[src/rtl/serial2parallel_in_if.sv]
// Byte-serial producer / word consumer bundle for the divider input buffer.
// master drives bytes and ready; slave (the buffer) returns the head word and status.
interface serial2parallel_in_if #(
  parameter int DATA_WIDTH = 65
);
  logic [7:0]            data_in;
  logic                  sign_in;
  logic                  push_in;
  logic                  ready_i;
  logic                  valid_o;
  logic [DATA_WIDTH-1:0] data_o;
  logic                  nempty;
  logic                  nfull;
  logic [2:0]            byte_cnt;
  logic                  overflow;

  modport master (
    output data_in, sign_in, push_in, ready_i,
    input  valid_o, data_o, nempty, nfull, byte_cnt, overflow
  );

  modport slave (
    input  data_in, sign_in, push_in, ready_i,
    output valid_o, data_o, nempty, nfull, byte_cnt, overflow
  );
endinterface

[src/rtl/serial2parallel_in.sv]
// Assembles 8 serial bytes + sign into {sign, data[63:0]} and queues it in a FWFT FIFO; word
// visible one cycle after the 8th byte; a word completed into a full FIFO without a pop is dropped (sticky overflow).
module serial2parallel_in #(
  parameter int DATA_WIDTH       = 65,
  parameter int BUFFER_DEPTH     = 4,
  parameter int LOG_BUFFER_DEPTH = 3
) (
  input logic                clk,
  input logic                rst,
  serial2parallel_in_if.slave bus
);
  localparam int ADDR_W = LOG_BUFFER_DEPTH - 1;

  logic [55:0]                 hold_q, hold_d;
  logic                        sign_q;
  logic [2:0]                  cnt_q;
  logic                        overflow_q;
  logic [LOG_BUFFER_DEPTH-1:0] wr_ptr_q, rd_ptr_q;
  logic [DATA_WIDTH-1:0]       mem [BUFFER_DEPTH];

  logic                  empty, full, pop, word_done, wr_en, drop;
  logic [DATA_WIDTH-1:0] wr_word;

  assign empty = (wr_ptr_q == rd_ptr_q);
  assign full  = (wr_ptr_q[LOG_BUFFER_DEPTH-1] != rd_ptr_q[LOG_BUFFER_DEPTH-1]) &&
                 (wr_ptr_q[ADDR_W-1:0] == rd_ptr_q[ADDR_W-1:0]);

  assign pop       = !empty && bus.ready_i;
  assign word_done = bus.push_in && (cnt_q == 3'd7);
  // A pop on the same edge frees the slot the completing word needs.
  assign wr_en     = word_done && (!full || pop);
  assign drop      = word_done && full && !pop;
  assign wr_word   = {sign_q, bus.data_in, hold_q};

  always_comb begin
    hold_d = hold_q;
    for (int i = 0; i < 7; i++) begin
      if (bus.push_in && cnt_q == 3'(i)) hold_d[i*8 +: 8] = bus.data_in;
    end
  end

  always_ff @(posedge clk or posedge rst) begin
    if (rst) begin
      hold_q     <= '0;
      sign_q     <= 1'b0;
      cnt_q      <= 3'd0;
      overflow_q <= 1'b0;
      wr_ptr_q   <= '0;
      rd_ptr_q   <= '0;
    end else begin
      hold_q <= hold_d;
      if (bus.push_in) begin
        cnt_q <= cnt_q + 3'd1;
        if (cnt_q == 3'd0) sign_q <= bus.sign_in;
      end
      if (wr_en) wr_ptr_q <= wr_ptr_q + 1'b1;
      if (pop)   rd_ptr_q <= rd_ptr_q + 1'b1;
      if (drop)  overflow_q <= 1'b1;
    end
  end

  // Storage is not reset: unread slots are masked by the empty decode.
  always_ff @(posedge clk) begin
    if (wr_en) mem[wr_ptr_q[ADDR_W-1:0]] <= wr_word;
  end

  assign bus.nempty   = !empty;
  assign bus.valid_o  = !empty;
  assign bus.nfull    = !full;
  assign bus.byte_cnt = cnt_q;
  assign bus.overflow = overflow_q;
  assign bus.data_o   = empty ? '0 : mem[rd_ptr_q[ADDR_W-1:0]];
endmodule
[src/flat_wrapper.sv]
// flat-port wrapper written by rule: the top's interface ports become plain ports
module serial2parallel_in_flat 
#(
  parameter int DATA_WIDTH       = 65,
  parameter int BUFFER_DEPTH     = 4,
  parameter int LOG_BUFFER_DEPTH = 3
)
  (clk, rst, bus_data_in, bus_sign_in, bus_push_in, bus_ready_i, bus_valid_o, bus_data_o, bus_nempty, bus_nfull, bus_byte_cnt, bus_overflow);
  serial2parallel_in_if #(.DATA_WIDTH(DATA_WIDTH)) bus_i ();
  input logic clk;
  input logic rst;
  input wire logic [$bits(bus_i.data_in)-1:0] bus_data_in;
  input wire logic [$bits(bus_i.sign_in)-1:0] bus_sign_in;
  input wire logic [$bits(bus_i.push_in)-1:0] bus_push_in;
  input wire logic [$bits(bus_i.ready_i)-1:0] bus_ready_i;
  output wire logic [$bits(bus_i.valid_o)-1:0] bus_valid_o;
  output wire logic [$bits(bus_i.data_o)-1:0] bus_data_o;
  output wire logic [$bits(bus_i.nempty)-1:0] bus_nempty;
  output wire logic [$bits(bus_i.nfull)-1:0] bus_nfull;
  output wire logic [$bits(bus_i.byte_cnt)-1:0] bus_byte_cnt;
  output wire logic [$bits(bus_i.overflow)-1:0] bus_overflow;
  assign bus_i.data_in = bus_data_in;
  assign bus_i.sign_in = bus_sign_in;
  assign bus_i.push_in = bus_push_in;
  assign bus_i.ready_i = bus_ready_i;
  assign bus_valid_o = bus_i.valid_o;
  assign bus_data_o = bus_i.data_o;
  assign bus_nempty = bus_i.nempty;
  assign bus_nfull = bus_i.nfull;
  assign bus_byte_cnt = bus_i.byte_cnt;
  assign bus_overflow = bus_i.overflow;
  serial2parallel_in #(.DATA_WIDTH(DATA_WIDTH), .BUFFER_DEPTH(BUFFER_DEPTH), .LOG_BUFFER_DEPTH(LOG_BUFFER_DEPTH)) u_core (.clk(clk), .rst(rst), .bus(bus_i));
endmodule
[config.mk]
export PLATFORM = sky130hd
export DESIGN_NAME = serial2parallel_in_flat
export DESIGN_NICKNAME = d
export VERILOG_FILES = /design/src/rtl/serial2parallel_in_if.sv /design/src/rtl/serial2parallel_in.sv /design/src/flat_wrapper.sv
export SDC_FILE = /design/constraint.sdc
export NUM_CORES = 1
export LEC_CHECK = 0
export ABC_AREA = 1
export CORE_MARGIN = 3
export CORE_UTILIZATION = 50
export CTS_BUF_LIST = sky130_fd_sc_hd__clkbuf_4
export DETAILED_ROUTE_END_ITERATION = 7
export HOLD_SLACK_MARGIN = 0.05
export PLACE_DENSITY = 0.66
export SLEW_MARGIN = 20
export SYNTH_ARGS = -nofsm -noshare
export SYNTH_HDL_FRONTEND = slang
export SYNTH_SLANG_ARGS = --single-unit
[constraint.sdc]
create_clock -name clk -period 11.4 [get_ports clk]
set_clock_uncertainty 0.05 [all_clocks]
set_input_delay 3.42 -clock clk [delete_from_list [all_inputs] [get_ports clk]]
set_output_delay 3.42 -clock clk [all_outputs]
set_load 0.01 [all_outputs]
Word level (Yosys, flattened, before mapping)
Memory sizes are Yosys's and may differ from the RTL's.
Cells that the tools add are included.

word-level totals
  RAM bits = 260
  word-level logic and storage cells = 48
  register bits after elaboration = 67
  memories = 1

memory list
  name        depth  bits a word  read ports  clocked after Yosys merged registers in  wr ports  RTL line                  source
  u_core.mem  4      65           1           0                                        1         serial2parallel_in.sv:19  logic [DATA_WIDTH-1:0] mem [BUFFER_DEPTH];

cells by class
  muxes and demuxes = 3
  equality and inequality tests = 10
  reductions and logical operators = 19
  $add $sub $neg = 3

operators with widths
  cell                   number
  $mux W65               1
  $logic_and A1 B1 Y1    13
  $eq A3 B3 Y1 const B   4
  $add A3 B1 Y3 const B  3
  $eq A3 B2 Y1 const B   2
  $eq A3 B1 Y1 const B   1
  $eq A3 B3 Y1           1
  $logic_not A1 Y1       3
  $logic_not A3 Y1       1
  $eq A2 B2 Y1           1
  $mux W1                2
  $reduce_and A2 Y1      1
  $logic_or A1 B1 Y1     1
  $ne A1 B1 Y1           1

Longest topological paths before layout
  word-level depth = 7
  gate-level depth with buffers = 9
  gate-level depth less buffers = 8

Worst setup path after synthesis
No wires, ideal clock.

  kind = in2reg
  start point = input bus_push_in
  end point = memory u_core.mem[0][0] (enable)
  setup time = 0.489 ns
  setup slack = 4.223 ns
  arrival time = 6.639 ns
  stages = 5
  required time = 10.861 ns
  path through = buf_2 nand2_1 inv_1 nand2_1 nor2_1

on the way
  cells in the longest elaborated chain, start to end = 4

ends and longest elaborated chain
  item                           RTL line                  source
  start, declared                flat_wrapper.sv:14        input wire logic [$bits(bus_i.push_in)-1:0] bus_push_in;
  $logic_and A1 B1 Y1            serial2parallel_in.sv:29  assign word_done = bus.push_in && (cnt_q == 3'd7);
  $logic_and A1 B1 Y1            serial2parallel_in.sv:31  assign wr_en = word_done && (!full || pop);
  $mux W1                        serial2parallel_in.sv:64  if (wr_en) mem[wr_ptr_q[ADDR_W-1:0]] <= wr_word;
  $mux W1 (not written as such)  serial2parallel_in.sv:64
  end, declared                  serial2parallel_in.sv:19

No other way between the ends.

Worst setup path in the final report
  start point = register u_core.rd_ptr_q[0]
  end point = output bus_data_o[36]

on the way
  cells in the longest elaborated chain, start to end = 2
  elaborated cells between the ends (all ways) = 3

ends and longest elaborated chain
  item                                            RTL line                  source
  start, declared                                 serial2parallel_in.sv:18  logic [LOG_BUFFER_DEPTH-1:0] wr_ptr_q, rd_ptr_q;
  start signal, assigned                          serial2parallel_in.sv:57  if (pop) rd_ptr_q <= rd_ptr_q + 1'b1;
  $mem_v2 Z4 W65 or $eq A3 B3 Y1 (tied branches)  --
  $mux W65 *                                      serial2parallel_in.sv:72  assign bus.data_o = empty ? '0 : mem[rd_ptr_q[ADDR_W-1:0]];
  end, declared                                   flat_wrapper.sv:17        output wire logic [$bits(bus_i.data_o)-1:0] bus_data_o;

Mark *: on every way between the ends. The rest lies on a longest branch, timed or not.

==> flow_metrics.env <==
export IMPL_core_area_um2=24700
export IMPL_ant_nets=0
export IMPL_cts_resized=0
export IMPL_grt_max_degree=97
export IMPL_postCtsSetupRepairBufs=0
export IMPL_die_x_um=166
export IMPL_drc_errors=0
export IMPL_layout_drive_gt1_share=0.138
export IMPL_dieArea_um2=27500
export IMPL_tightest_slew_ns=1.00
export IMPL_io_buffers=84
export IMPL_crit_type="reg2out"
export IMPL_synth_seq_area_share=0.742
export IMPL_multi_input_area_um2=2720
export IMPL_maxSlewViolCount=0
export IMPL_ys_types=22
export IMPL_dp_hpwl_mm=14.4
export IMPL_cts_sinks=327
export IMPL_clkSlewWorstSetupHoldPaths_ns=0.07
export IMPL_worstHoldPathType="reg2reg"
export IMPL_synthCells=1041
export IMPL_fin_hold_ws_ns=0.456
export IMPL_rrSetupSlack_ns=8.02
export IMPL_start_util=0.517
export IMPL_routed_via_density=5.29
export IMPL_grt_pass1_vias=8029
export IMPL_layout_cells_most_common="edfxtp_1"
export IMPL_required_ns=7.93
export IMPL_gp_congestion=0.751
export IMPL_row_count=57
export IMPL_slew_limit_headroom=0.330
export IMPL_grt_pass1_wl_mm=43.6
export IMPL_crit_fanout=72
export IMPL_grt_ovfl_total=0
export IMPL_final_net_count=1183
export IMPL_fillers=1978
export IMPL_peakVddDrop_mv=0.160
export IMPL_drt_iter0_drc=651
export IMPL_wirelength_mm=27.6
export IMPL_p_leak_nw=5.86
export IMPL_clk_path_buf_depth=3
export IMPL_synth_area_um2=12800
export IMPL_max_cap_violations=0
export IMPL_clock_fmax_mhz=138
export IMPL_regArea_um2=9490
export IMPL_p_per_area_nw_per_um2=285
export IMPL_vias=8184
export IMPL_ios=85
export IMPL_cpMaxStageDelayCell="buf_4"
export IMPL_synth_seq_cells=327
export IMPL_syn_num_nets=1065
export IMPL_clk_latency_ns=0.66
export IMPL_hold_viol=0
export IMPL_path_cells="clkinv_2, buf_4, o21ai_0, o22ai_1, nand2_1, inv_2, clkdlybuf4s50_1"
export IMPL_wire_per_inst_um=17.9
export IMPL_final_cell_mix="edfxtp_1, nand2_1, nor2_1, clkbuf_4, o21ai_0"
export IMPL_die_y_um=166
export IMPL_rsz0062_at_grt="no"
export IMPL_power_mw=4.25
export IMPL_areaGrowthSynthToFinish_pct=16.6
export IMPL_setup_violations=0
export IMPL_dp_cells=1401
export IMPL_synth_warnings=0
export IMPL_setup_tns_ns=0
export IMPL_endpoint_kind="output port"
export IMPL_worst_ep_arrival_time_ns=3.78
export IMPL_setup_slack_ns=4.15
export IMPL_ctsHoldBuffers=0
export IMPL_dr_pass1_iters=5
export IMPL_dpl_worst_slack_ns=4.78
export IMPL_cts_tree="built"
export IMPL_antenna_found_initial=1
export IMPL_root_buffer="clkbuf_4"
export IMPL_synth_avg_cell_area_um2=12.3
export IMPL_h_tree_depth=3
export IMPL_cp_start_kind="flip-flop"
export IMPL_max_stage_delay_ns=0.74
export IMPL_grtUsageTotal=0.200
export IMPL_finalCritPeriodShare=0.636
export IMPL_cts_buffers=80
export IMPL_period_needed_ns=7.25
export IMPL_instances_no_fill=1548
export IMPL_status="finished clean"
[layer usage]
metal	vias up	wire length, um	global-route usage
li1	3939	-	-
met1	3940	12300	0.276
met2	273	13300	0.326
met3	32	1650	0.0402
met4	0	373	0.0615
met5	-	0	0
[through the flow]
step	cell area, um2	util
floorplan	12800	-
global placement	13900	0.561
detailed placement	13900	0.561
CTS	14900	0.602
global route	14900	0.603
finish	14900	0.603
[worst paths after layout]
check / from / end / depth (start not counted)
max in group asynchronous: rst / u_core.rd_ptr_q[0]$_DFFE_PP0P_ / 3
worst max-delay path: u_core.rd_ptr_q[0]$_DFFE_PP0P_ / bus_data_o[36] / 7
worst min-delay path: u_core.hold_q[36]$_DFFE_PP0P_ / u_core.mem[3][36]$_DFFE_PP_ / 0
min in group asynchronous: rst / u_core.hold_q[38]$_DFFE_PP0P_ / 3
worst max register to register: u_core.rd_ptr_q[1]$_DFFE_PP0P_ / u_core.mem[2][23]$_DFFE_PP_ / 7
worst min register to register: u_core.hold_q[36]$_DFFE_PP0P_ / u_core.mem[3][36]$_DFFE_PP_ / 0
[worst max-delay path: cells and delay by family, from the launching register on]
family | cells | cell delay (ns)
compound gates | 2 | 0.38
buf+inv | 4 | 1.94
flops | 1 | 0.67
simple gates | 1 | 0.09
[Yosys cell counts]
library cell	count	area, um2
a21oi_1	1	5.00
buf_2	19	95.1
buf_4	2	15.0
buf_6	3	33.8
clkbuf_1	34	128
dfrtp_1	67	1680
edfxtp_1	260	7810
ha_1	11	138
inv_1	76	285
inv_2	15	56.3
mux2_2	1	11.3
nand2_1	145	544
nand3_1	12	60.1
nand3_2	1	10.0
nand4_1	1	6.26
nor2_1	136	510
o21ai_0	123	616
o21ai_1	64	320
o21bai_1	1	7.51
o22ai_1	65	407
xnor2_4	1	27.5
xor2_1	3	26.3
[state kept, by name (all words and copies together) (netlist names)]
register             cells
u_core.mem             260
u_core.hold_q           56
u_core.bus.byte_cnt      3
u_core.rd_ptr_q          3
u_core.wr_ptr_q          3
u_core.bus.overflow      1
u_core.sign_q            1
[power breakdown]
part	leakage, nW	switching [mW]	internal (mW)	total [mW]
combinational	2.02	0.885	0.678	1.56
clock	0.634	0.434	0.515	0.949
sequential	3.21	0.174	1.57	1.74
[final cells by class]
class                           instances  share of cell area
Sequential cell                       327               0.636
Multi-Input combinational cell        565               0.182
Clock buffer                          130              0.0654
Timing Repair Buffer                   94              0.0614
Tap cell                              324              0.0272
Inverter                               91              0.0230
Clock inverter                         16             0.00411
Antenna cell                            1            0.000168
[logic make-up (layout without fill, tap and decap cells)]
kind of cell / after synthesis / in the layout / synth area share
buffers and inverters: 149 / 331 / 0.0479
other: 0 / 1 / 0
XOR/XNOR: 4 / 4 / 0.00421
AO/OA/AOI/OAI: 254 / 254 / 0.106
AND/OR/NAND/NOR: 295 / 295 / 0.0885
adder cells (fa/ha/maj): 11 / 11 / 0.0108
flip-flops: 327 / 327 / 0.742
multiplexers: 1 / 1 / 0.000881
No activity file was read; power rests on OpenSTA's default activity.
